## config.mk

```make
export PLATFORM = sky130hd
export DESIGN_NAME = pipe_hazard_ctrl
export DESIGN_NICKNAME = d
export VERILOG_FILES = /design/src/rtl/pipe_hazard_ctrl_pkg.sv /design/src/rtl/pipe_hazard_ctrl_loaduse_cmp.sv /design/src/rtl/pipe_hazard_ctrl.sv
export SDC_FILE = /design/constraint.sdc
export NUM_CORES = 1
export LEC_CHECK = 0
export ABC_AREA = 1
export CORE_MARGIN = 4
export CORE_UTILIZATION = 35
export CTS_BUF_LIST = sky130_fd_sc_hd__clkbuf_16
export CTS_CLUSTER_SIZE = 30
export DETAILED_ROUTE_END_ITERATION = 12
export GPL_TIMING_DRIVEN = 0
export PLACE_DENSITY = 0.59
export SYNTH_ARGS = -nofsm -noshare
export SYNTH_HDL_FRONTEND = slang
export SYNTH_SLANG_ARGS = --single-unit
```

## constraint.sdc

```tcl
create_clock -name clk -period 2.1 [get_ports clk]
set_input_delay 0.42 -clock clk [delete_from_list [all_inputs] [get_ports clk]]
set_output_delay 0.42 -clock clk [all_outputs]
set_load 0.01 [all_outputs]
```

## src/rtl/pipe_hazard_ctrl_pkg.sv

```systemverilog
// ============================================================================
// Module : pipe_ctrl_pkg
// Brief  : Shared types and constants for the pipeline hazard controller.
// Rev    : 1.0  initial release
// ============================================================================
`default_nettype none

package pipe_ctrl_pkg;

    localparam int REG_IDX_W = 5;
    localparam logic [REG_IDX_W-1:0] REG_X0 = '0;

    typedef enum logic [1:0] {
        ST_RUN     = 2'd0,
        ST_MC_WAIT = 2'd1,
        ST_FLUSH   = 2'd2
    } pipe_state_e;

    // Register x0 is hardwired to zero, so it never creates a true dependency.
    function automatic logic src_matches(
        input logic                 use_src,
        input logic [REG_IDX_W-1:0] src,
        input logic [REG_IDX_W-1:0] dst
    );
        return use_src && (src == dst);
    endfunction

endpackage

`default_nettype wire

```

## src/rtl/pipe_hazard_ctrl_loaduse_cmp.sv

```systemverilog
// ============================================================================
// Module : hz_loaduse_cmp
// Brief  : Combinational load-use hazard detect between ID sources and EX load.
// Rev    : 1.0  initial release
// ============================================================================
`default_nettype none

module hz_loaduse_cmp
    import pipe_ctrl_pkg::*;
(
    input  logic [REG_IDX_W-1:0] id_rs1_i,
    input  logic [REG_IDX_W-1:0] id_rs2_i,
    input  logic                 id_use_rs1_i,
    input  logic                 id_use_rs2_i,
    input  logic [REG_IDX_W-1:0] ex_rd_i,
    input  logic                 ex_mem_read_i,
    output logic                 lu_o
);

    logic w_rs1_hit;
    logic w_rs2_hit;
    logic w_rd_valid;

    assign w_rs1_hit  = src_matches(id_use_rs1_i, id_rs1_i, ex_rd_i);
    assign w_rs2_hit  = src_matches(id_use_rs2_i, id_rs2_i, ex_rd_i);
    assign w_rd_valid = (ex_rd_i != REG_X0);

    assign lu_o = ex_mem_read_i && w_rd_valid && (w_rs1_hit || w_rs2_hit);

endmodule

`default_nettype wire

```

## src/rtl/pipe_hazard_ctrl.sv

```systemverilog
// ============================================================================
// Module : pipe_hazard_ctrl
// Brief  : Pipeline register sequencer: load-use stalls, branch flushes,
//          multi-cycle EX handshake and stall/flush performance counters.
// Rev    : 1.0  initial release
// ============================================================================
`default_nettype none

module pipe_hazard_ctrl
    import pipe_ctrl_pkg::*;
#(
    parameter int FLUSH_CYCLES = 1,
    parameter int MC_TIMEOUT   = 64,
    parameter int CNT_W        = 32
) (
    input  logic                 clk,
    input  logic                 rstn,
    input  logic [REG_IDX_W-1:0] id_rs1,
    input  logic [REG_IDX_W-1:0] id_rs2,
    input  logic                 id_use_rs1,
    input  logic                 id_use_rs2,
    input  logic [REG_IDX_W-1:0] ex_rd,
    input  logic                 ex_mem_read,
    input  logic                 ex_branch_taken,
    input  logic                 ex_mc_op,
    input  logic                 mc_done,
    output logic                 mc_start,
    output logic                 pc_wen,
    output logic                 if_id_wen,
    output logic                 if_id_clear,
    output logic                 id_ex_wen,
    output logic                 id_ex_clear,
    output logic                 ex_mem_wen,
    output logic                 ex_mem_clear,
    output logic                 mc_err,
    output logic [CNT_W-1:0]     stall_cnt,
    output logic [CNT_W-1:0]     flush_cnt
);

    localparam int               MC_W       = $clog2(MC_TIMEOUT);
    localparam logic [MC_W-1:0]  MC_LAST    = MC_W'(MC_TIMEOUT - 1);
    localparam logic [3:0]       FLUSH_INIT = 4'(FLUSH_CYCLES - 1);

    pipe_state_e       state_q,     state_d;
    logic [3:0]        flush_ctr_q, flush_ctr_d;
    logic [MC_W-1:0]   mc_ctr_q,    mc_ctr_d;
    logic              mc_err_q,    mc_err_d;
    logic [CNT_W-1:0]  stall_cnt_q;
    logic [CNT_W-1:0]  flush_cnt_q;

    logic w_lu;
    logic w_redirect;
    logic w_mc_start;
    logic w_pc_wen;
    logic w_if_id_wen;
    logic w_if_id_clear;
    logic w_id_ex_wen;
    logic w_id_ex_clear;
    logic w_ex_mem_wen;
    logic w_ex_mem_clear;

    hz_loaduse_cmp u_lu_cmp (
        .id_rs1_i      (id_rs1),
        .id_rs2_i      (id_rs2),
        .id_use_rs1_i  (id_use_rs1),
        .id_use_rs2_i  (id_use_rs2),
        .ex_rd_i       (ex_rd),
        .ex_mem_read_i (ex_mem_read),
        .lu_o          (w_lu)
    );

    // Next-state and raw control decode; priority is mc_op > branch > load-use.
    always_comb begin
        state_d        = state_q;
        flush_ctr_d    = flush_ctr_q;
        mc_ctr_d       = mc_ctr_q;
        mc_err_d       = mc_err_q;
        w_redirect     = 1'b0;
        w_mc_start     = 1'b0;
        w_pc_wen       = 1'b1;
        w_if_id_wen    = 1'b1;
        w_if_id_clear  = 1'b0;
        w_id_ex_wen    = 1'b1;
        w_id_ex_clear  = 1'b0;
        w_ex_mem_wen   = 1'b1;
        w_ex_mem_clear = 1'b0;

        case (state_q)
            ST_RUN: begin
                if (ex_mc_op) begin
                    w_mc_start     = 1'b1;
                    w_pc_wen       = 1'b0;
                    w_if_id_wen    = 1'b0;
                    w_id_ex_wen    = 1'b0;
                    w_ex_mem_clear = 1'b1;
                    mc_ctr_d       = '0;
                    state_d        = ST_MC_WAIT;
                end else if (ex_branch_taken) begin
                    w_redirect    = 1'b1;
                    w_if_id_clear = 1'b1;
                    w_id_ex_clear = 1'b1;
                    if (FLUSH_CYCLES > 1) begin
                        flush_ctr_d = FLUSH_INIT;
                        state_d     = ST_FLUSH;
                    end
                end else if (w_lu) begin
                    w_pc_wen      = 1'b0;
                    w_if_id_wen   = 1'b0;
                    w_id_ex_clear = 1'b1;
                end
            end

            ST_MC_WAIT: begin
                if (mc_done || (mc_ctr_q == MC_LAST)) begin
                    // Timeout releases exactly like a completion, but flags it.
                    if (!mc_done) begin
                        mc_err_d = 1'b1;
                    end
                    mc_ctr_d = '0;
                    state_d  = ST_RUN;
                end else begin
                    w_pc_wen       = 1'b0;
                    w_if_id_wen    = 1'b0;
                    w_id_ex_wen    = 1'b0;
                    w_ex_mem_clear = 1'b1;
                    mc_ctr_d       = mc_ctr_q + MC_W'(1);
                end
            end

            ST_FLUSH: begin
                w_if_id_clear = 1'b1;
                w_id_ex_clear = 1'b1;
                flush_ctr_d   = flush_ctr_q - 4'd1;
                if (flush_ctr_q <= 4'd1) begin
                    state_d = ST_RUN;
                end
            end

            default: begin
                state_d = ST_RUN;
            end
        endcase
    end

    always_ff @(posedge clk or negedge rstn) begin
        if (!rstn) begin
            state_q     <= ST_RUN;
            flush_ctr_q <= '0;
            mc_ctr_q    <= '0;
            mc_err_q    <= 1'b0;
            stall_cnt_q <= '0;
            flush_cnt_q <= '0;
        end else begin
            state_q     <= state_d;
            flush_ctr_q <= flush_ctr_d;
            mc_ctr_q    <= mc_ctr_d;
            mc_err_q    <= mc_err_d;
            if (!w_pc_wen) begin
                stall_cnt_q <= stall_cnt_q + CNT_W'(1);
            end
            if (w_redirect) begin
                flush_cnt_q <= flush_cnt_q + CNT_W'(1);
            end
        end
    end

    // Controls are forced low for the whole time reset is held.
    assign mc_start     = rstn & w_mc_start;
    assign pc_wen       = rstn & w_pc_wen;
    assign if_id_wen    = rstn & w_if_id_wen;
    assign if_id_clear  = rstn & w_if_id_clear;
    assign id_ex_wen    = rstn & w_id_ex_wen;
    assign id_ex_clear  = rstn & w_id_ex_clear;
    assign ex_mem_wen   = rstn & w_ex_mem_wen;
    assign ex_mem_clear = rstn & w_ex_mem_clear;

    assign mc_err    = mc_err_q;
    assign stall_cnt = stall_cnt_q;
    assign flush_cnt = flush_cnt_q;

endmodule

`default_nettype wire

```

==> flow_summary.ini <==
[routing]
routed_wirelength_um = 14400
vias = 4844
viasPerCell = 4.84
first_iter_violations = 405
post-route-drc-count = 0
wl_per_cell_um = 14.4
dr.pass1.iters = 5
ant_nets = 0

[critical_path]
cp-end-kind = output port
worst-path-buf-inv = 3
critPathLaunchType = register
worst_ep_required_time_ns = 1.68
path_common_cell = buf_6
critPathTopFamily = flip-flops
slowest_stage = dfrtp_1
reg2reg_slack_ns = 0.19
worstRegToRegCells = 10
critical_path.endpoint = pc_wen
max_stage_delay_ns = 0.41
cp_max_fo = 2
startpoint = mc_ctr_q[1]
crit_type = register to output port
crit_chain = ha_4 -> nand3_4 -> o21ai_4 -> buf_6 -> a21oi_4 -> nand3_4 -> nand2_8 -> nor2_4 -> buf_6 -> buf_6
r2r_end = flush_cnt[26]
cp.arrival_ns = 1.86
cp.depth = 10
timing.rr.start = state_q[0]

[die]
start_util = 0.356
die_w_um = 124
ios = 96
core_mm2 = 0.0132
core.rowCount = 42
die_area_mm2 = 0.0153
die_height_um = 124

[timing]
final.setup_skew_ns = 0.00604
hold_viol_final = 0
relSlewSlack = 0.741
worst_pin_slew_ns = 0.385
finalSetupViolations = 4
rsz0062_at_grt = true
tns_ns = -0.539
period_share = 1.08
hold_ws_ns = 0.0801
min_period_ns = 2.28
fin_ws_ns = -0.178
fmax_ghz = 0.439
final_max_slew_viol_count = 0

[synth]
synth-seq-cells = 72
seq_area_frac_synth = 0.383
yosysWarnings = 0
synth.distinct_cells = 31
synthTopCellsByCount = nand2_1 (278), nor2_1 (87), dfrtp_1 (72), inv_1 (66), nand3_1 (55)
synth_top_cell_by_area = dfrtp_1
netlist.area_leader.share = 0.383
synth_edf_count = 0
synthArstFlopShare = 1.00
syn_inst = 692
synth.area.top_cells = dfrtp_1 (38%), nand2_1 (22%), nor2_1 (6.9%)
synth_most_common_cell = nand2_1
ys.flop_type = dfrtp_1
avgSynthCellArea_um2 = 6.79
syn-num-nets = 718
synth_area_mm2 = 0.00470

[cells_and_area]
multi_input_area_mm2 = 0.00263
register_area_mm2 = 0.00180
drive_gt1_frac = 0.0983
n_fill_cell = 1282
diodes = 0
syn2layout_area_growth_pct = 39.3
instances_no_fill = 1000
nNetsFinal = 845

[grt]
grt_max_degree = 35
grt_overflow = 0
grt_usage = 0.197
grt_pass1_vias = 4637
grt_first_pass_wirelength_um = 23600
antenna_found_initial = 0

[clock_network]
clockBufferDepth = 2
ctsHtreeMaxLevel = 3
cts_made_buffers = 9
ctsRootBufferMaster = clkbuf_16
clkLatencyLatePin_ns = 0.35
cts_tree = yes
clkTransAtPathRegs_ns = 0.06
cts_sinks = 72

[worst_hold_path]
hold_class = primary input to asynchronous set/reset pin

[status]
violations = negative setup slack
outcome = finished, violations left

[placement]
place_hpwl_um = 10500
io_buffers = 95
gp_congestion = 0.948
dp.cells = 964

[flow_run]
maxCapViolCount = 0

[pwr]
power.leakage_nw = 3.17
irDropWorstVdd_mv = 0.501
powerDensity_mw_per_mm2 = 694
p_total_w = 0.00454
## worst min path at each step
| stage | start | endpoint | slack, ns |
|---|---|---|---|
| floorplan | rstn | flush_cnt[0] | 0.12 |
| global placement | mc_err | mc_err | 0.45 |
| detailed placement | rstn | stall_cnt[19] | 0.26 |
| CTS | rstn | flush_cnt[31] | 0.07 |
| global route | rstn | flush_cnt[13] | 0.08 |
| finish | rstn | flush_cnt[13] | 0.08 |
## cell families after synthesis
group / share of synthesized area
AOI/OAI and AO/OA: 0.0240
xor gates and xnor gates: 0.0783
adders and majority gates: 0.00799
buffers and inverters: 0.0759
DFF: 0.383
and+or+nand+nor: 0.431
## metal layers
| metal | GRT usage | wire (um) | part of all wire |
|---|---|---|---|
| met1 | 0.271 | 6610 | 0.46 |
| met2 | 0.313 | 6720 | 0.47 |
| met3 | 0.0341 | 819 | 0.057 |
| met4 | 0.0712 | 268 | 0.019 |
| met5 | 0 | 0 | 0 |
## report_power, final
group	leakage, nW	switching [W]	internal [W]
logic	2.04	0.000584	0.000567
clock network	0.161	0.000602	0.00102
registers	0.963	0.000235	0.00154
## sequential cells by signal, indices dropped and copies added (netlist names)
name,count
flush_cnt,32
stall_cnt,32
mc_ctr_q,6
mc_err,1
state_q,1
## cell usage in the layout (no fill, tap or decap), drive strengths merged
| cell type | synthesis | routed |
|---|---|---|
| nand2 | 280 | 280 |
| nor2 | 92 | 92 |
| inv | 70 | 73 |
| dfrtp | 72 | 72 |
| clkdlybuf4s50 | 0 | 71 |
| nand3 | 60 | 60 |
| buf | 11 | 36 |
| xor2 | 29 | 29 |
| nor3 | 21 | 21 |
| dlymetal6s2s | 0 | 14 |
| o21ai | 14 | 14 |
| xnor2 | 13 | 13 |
| nand4 | 11 | 11 |
| clkbuf | 2 | 10 |
| nand3b | 9 | 9 |
| dlygate4sd2 | 0 | 4 |
| ha | 3 | 3 |
| bufinv | 0 | 2 |
| bufbuf | 0 | 2 |
| clkinv | 0 | 2 |
| a21oi | 1 | 1 |
| o22ai | 1 | 1 |
| a22o | 1 | 1 |
| a21o | 1 | 1 |
| nor3b | 1 | 1 |
| dlygate4sd3 | 0 | 1 |
## stage by stage
step	worst slack, ns	area [um^2]	utilization
6_report	-0.178	6550	0.496
5_1_grt	-0.264	6550	0.496
4_1_cts	-0.199	6470	0.491
3_5_place_dp	-0.895	5900	0.447
3_3_place_gp	-3.26	5870	0.445
2_1_floorplan	0.0442	4700	-
## what timing repair did
item	CTS	global route
pin swaps	9	13
gates cloned	2	0
hold endpoints to repair	7	0
hold buffers	1	0
buffers inserted	17	2
endpoints found under the setup margin	7	20
gates resized for setup	44	24
## area by class of cell
class / count / area share
multi-input combinational: 537 / 0.402
inverter: 70 / 0.0401
timing repair buffer: 118 / 0.188
clock buffer: 9 / 0.0344
clock inverter: 7 / 0.0122
tap: 176 / 0.0336
buffer: 11 / 0.0139
sequential: 72 / 0.275
No activity file was read; power rests on OpenSTA's default activity.
